**config.mk**
```make
export PLATFORM = sky130hd
export DESIGN_NAME = pc_unit
export DESIGN_NICKNAME = d
export VERILOG_FILES = /design/src/rtl/pc_unit.sv
export SDC_FILE = /design/constraint.sdc
export NUM_CORES = 1
export LEC_CHECK = 0
export ABC_AREA = 1
export BUFFER_PORTS_ARGS = -buffer_cell sky130_fd_sc_hd__buf_2
export CELL_PAD_IN_SITES_DETAIL_PLACEMENT = 0
export CELL_PAD_IN_SITES_GLOBAL_PLACEMENT = 1
export CORE_MARGIN = 2
export CORE_UTILIZATION = 38
export DETAILED_ROUTE_END_ITERATION = 8
export PLACE_DENSITY_LB_ADDON = 0.15
export SLEW_MARGIN = 20
export SYNTH_ARGS = -nofsm -noshare
export SYNTH_HDL_FRONTEND = slang
export SYNTH_SLANG_ARGS = --single-unit
```
**constraint.sdc**
```tcl
create_clock -name clk -period 4.65 [get_ports clk]
set_input_delay 1.395 -clock clk [delete_from_list [all_inputs] [get_ports clk]]
set_output_delay 1.395 -clock clk [all_outputs]
set_load 0.005 [all_outputs]
```
**src/rtl/pc_unit.sv**
```systemverilog
// Program counter with RUN/HALTED/STEP control, conditional jump decode and a
// saturating advance counter. All outputs are registered.
module pc_unit #(
  parameter logic [15:0] RESET_VECTOR = 16'h0000,
  parameter bit          START_HALTED = 1'b0
) (
  input  logic        clk,
  input  logic        rst_n,
  input  logic        c_instr,
  input  logic [2:0]  jmp,
  input  logic        zr,
  input  logic        ng,
  input  logic [15:0] a_reg,
  input  logic        halt_req,
  input  logic        step_req,
  input  logic        resume,
  output logic [15:0] pc,
  output logic        halted,
  output logic        jump_taken,
  output logic [15:0] instr_count
);

  localparam logic [1:0] ST_RUN    = 2'd0;
  localparam logic [1:0] ST_HALTED = 2'd1;
  localparam logic [1:0] ST_STEP   = 2'd2;
  localparam logic [1:0] ST_RESET  = START_HALTED ? ST_HALTED : ST_RUN;

  logic [1:0]  state;
  logic [1:0]  state_nxt;
  logic        take;
  logic        adv;
  logic [15:0] pc_nxt;

  function automatic logic jump_cond(input logic [2:0] j, input logic z, input logic n);
    logic c;
    case (j)
      3'b000:  c = 1'b0;
      3'b001:  c = !z && !n;
      3'b010:  c = z;
      3'b011:  c = z || !n;
      3'b100:  c = n;
      3'b101:  c = !z;
      3'b110:  c = z || n;
      default: c = 1'b1;
    endcase
    return c;
  endfunction

  function automatic logic [15:0] sat_inc(input logic [15:0] v);
    return (v == 16'hFFFF) ? v : v + 16'd1;
  endfunction

  always_comb begin
    take      = c_instr && jump_cond(jmp, zr, ng);
    pc_nxt    = take ? a_reg : pc + 16'd1;
    adv       = 1'b0;
    state_nxt = state;
    case (state)
      ST_RUN: begin
        // halt takes precedence over any jump presented in the same cycle
        if (halt_req) state_nxt = ST_HALTED;
        else          adv       = 1'b1;
      end
      ST_HALTED: begin
        if (resume)        state_nxt = ST_RUN;
        else if (step_req) state_nxt = ST_STEP;
      end
      ST_STEP: begin
        adv       = 1'b1;
        state_nxt = resume ? ST_RUN : ST_HALTED;
      end
      default: state_nxt = ST_RESET;
    endcase
  end

  // state / output register stage
  always_ff @(posedge clk) begin
    if (!rst_n) begin
      state       <= ST_RESET;
      halted      <= START_HALTED;
      pc          <= RESET_VECTOR;
      jump_taken  <= 1'b0;
      instr_count <= 16'h0000;
    end else begin
      state      <= state_nxt;
      halted     <= (state_nxt == ST_HALTED);
      jump_taken <= adv && take;
      if (adv) begin
        pc          <= pc_nxt;
        instr_count <= sat_inc(instr_count);
      end
    end
  end

endmodule
```
==> impl_metrics.ini <==
[floorplanning]
die-height_microns = 80.2
num_rows = 27
initial_core_util_pct = 39.6
die_area_sq_um = 6440
ports_placed_on_the_boundary = 61
core_area_sq_um = 5570
die_w_microns = 80.2

[logic_synthesis]
number_of_enable_flip_flop_cells_after_synthesis = 0
mappedNetlistNets = 372
yosys_warnings = 0
synth_top_flop_cell = sky130_fd_sc_hd__dfxtp_1
mappedNetlistArea_sq_um = 2210
synth_seq_area_share_pct = 32.6
yosys_register_bits = 36
async_reset_ff_share_pct = 0
synthCells = 343
number_of_distinct_library_cells_after_synthesis = 31
average_cell_area_after_synthesis_sq_um = 6.44

[clocking]
ctsRootBufferMaster = sky130_fd_sc_hd__clkbuf_8
tritoncts_num_sinks = 36
tritoncts = yes
worst_skew_pair.late_latency_ns = 0.30
clk_pin_slew_worst_paths_ns = 0.07
cts.htree.levels = 2
cts_made_buffers = 5
hold_buffers = 0
post_cts_resize_count = 0
cts-root-to-sink-buffers = 2
cts.repair_timing.setup_buffer_count = 0

[placed_design]
detailedPlacementHpwl_mm = 4.19
io_buffers = 60
finalWeightedCongestion = 0.817

[detailed_routing]
vias_after_detailed_routing = 2312
ant_nets = 0
initialDrtViolationCount = 120
totalWireLength_mm = 5.68
drt_pass1_iterations = 4
avg_vias_per_cell = 4.86
post_drt_wl_per_cell_microns = 11.9
route.detailed.drc = 0

[critical_path]
ws_path_type = in2reg
slowest_stage = sky130_fd_sc_hd__nor2_1
crit_fanout = 20
crit_path_max_incr_delay_ns = 0.83
crit_family = simple AND/OR/NAND/NOR gates
critical_path.endpoint_type = flip-flop
path_cells = buf_2 -> inv_1 -> nor2_1 -> nand2_1 -> nand3_1
worst-endpoint-required_ns = 4.89
crit_arrival_ns = 2.96
worst_setup_sp_type = input port
critical_path.n_buffers_inverters = 2

[sta]
worstMarginPinSlew_ns = 0.902
slew_headroom_pct = 39.6
clock.fmax_mhz = 368
rsz_0062_raised_after_global_routing = false
report.final.hold_viol_count = 0
timing.clock.skew_ns = 0.00318
finalSetupViolCount = 0
period_share_pct = 58.5
final-max-slew-violation-count = 0
time_the_final_worst_path_needs_with_i_o_delays_and_setup_ns = 2.72
timing.setup.tns_ns = 0

[global_route]
grt_remaining_overflow = 0
number_of_antenna_violations_at_the_first_check_in_global_routing = 0
first_global_vias = 1945
grt_util_all_layers_pct = 18.6
grt_max_degree = 27
grt_pass1_wl_mm = 9.34

[power_and_ir_drop]
power.static_leakage_uw = 0.00116
total_power_uw = 666
pwr_density_cell_nw_per_um2 = 252
max-vdd-ir-drop_mv = 0.111

[job]
cap_viol_max_count = 0

[finish]
nFillCells = 600
nets = 432
n_antenna_cell = 0
drive_above_1_share_pct = 22.3
area_growth_from_synthesis_to_layout_pct = 19.9

[status]
run_status = completed

[hold_path]
min-delay-path-class = reg2reg
==> report_power, final <==
part | total, uW | internal [uW] | switching, uW
clock | 241 | 121 | 120
combinational | 89.4 | 35.9 | 53.5
sequential | 336 | 320 | 15.8
total | 666 | 477 | 189
==> cells by family after synthesis <==
logic type,Yosys count,synth area share (%)
DFF,36,32.6
AOI/OAI and AO/OA,44,12.5
adders and majority gates,2,1.13
xor gates and xnor gates,17,6.74
and+or+nand+nor,206,39.7
buffers and inverters,38,7.25
==> layer usage <==
metal	track usage, %	vias to the layer above	wire [microns]
met5	0	-	0
met4	5.59	0	72
met3	4.61	8	358
met2	26.2	66	2300
met1	27.5	1024	2950
li1	-	1214	-
==> layout by cell type (no fill, tap or decap), types with 6 or more instances in the layout <==
cell                       Yosys  routed
sky130_fd_sc_hd__inv_1        29      29
sky130_fd_sc_hd__a21oi_2      10      10
sky130_fd_sc_hd__nor2_1       37      37
sky130_fd_sc_hd__nand3_1      26      26
sky130_fd_sc_hd__a21oi_1       9       9
sky130_fd_sc_hd__xnor2_1       6       6
sky130_fd_sc_hd__xor2_1       11      11
sky130_fd_sc_hd__buf_2         5      60
sky130_fd_sc_hd__clkbuf_8      0       6
sky130_fd_sc_hd__o21ai_0      19      19
sky130_fd_sc_hd__dfxtp_1      36      36
sky130_fd_sc_hd__nand2_1     120     120
==> synthesized netlist by cell type (2+ instances only) <==
cell type                 instances  area, sq um
sky130_fd_sc_hd__nand2_1        120          450
sky130_fd_sc_hd__nor2_1          37          139
sky130_fd_sc_hd__dfxtp_1         36          721
sky130_fd_sc_hd__inv_1           29          109
sky130_fd_sc_hd__nand3_1         26          130
sky130_fd_sc_hd__o21ai_0         19         95.1
sky130_fd_sc_hd__xor2_1          11         96.3
sky130_fd_sc_hd__a21oi_2         10         87.6
sky130_fd_sc_hd__a21oi_1          9         45.0
sky130_fd_sc_hd__xnor2_1          6         52.6
sky130_fd_sc_hd__buf_2            5         25.0
sky130_fd_sc_hd__nand4_1          5         31.3
sky130_fd_sc_hd__nor3_1           5         25.0
sky130_fd_sc_hd__nand2_2          4         25.0
sky130_fd_sc_hd__ha_1             2         25.0
sky130_fd_sc_hd__nor2_4           2         22.5
sky130_fd_sc_hd__o21ai_1          2         10.0
sky130_fd_sc_hd__or2_2            2         12.5
==> worst paths after layout <==
path,cells past startpoint,slack (ns),startpoint,end
setup reg to reg,7,2.81,instr_count[0],instr_count[4]
setup / recovery,5,1.93,rst_n,pc[4]
hold reg to reg,2,0.50,pc[15],pc[15]
hold / removal,2,0.50,pc[15],pc[15]
==> stage by stage <==
step / setup WS [ns] / util, % / cells / hold WS (ns) / instance area, sq um
detailed placement: 1.60 / 45.9 / 468 / 0.486 / 2560
floorplan: 2.35 / - / 343 / 0.472 / 2210
CTS: 1.90 / 47.5 / 476 / 0.496 / 2650
global placement: 1.62 / 45.9 / 468 / 0.474 / 2560
finish: 1.93 / 47.5 / 476 / 0.498 / 2650
global route: 1.68 / 47.5 / 476 / 0.524 / 2650
==> final cells by class <==
type                            instances  area [sq um]  share of cell area [%]
Multi-Input combinational cell        269          1330                    50.1
Sequential cell                        36           721                    27.2
Timing Repair Buffer                   61           308                    11.6
Inverter                               30           113                    4.25
Clock buffer                            8          90.1                    3.40
Tap cell                               72          90.1                    3.40
==> registers in the layout, indices dropped and copies added (netlist names) <==
signal,cells
halted,1
pc,16
jump_taken,1
state,2
instr_count,16
==> worst min-delay path, cell delays in order (launching register included) <==
cell	delay (ns)
sky130_fd_sc_hd__dfxtp_1	0.34
sky130_fd_sc_hd__nand2_1	0.07
sky130_fd_sc_hd__nand2_1	0.05
Power figures use the tool's default switching activity.
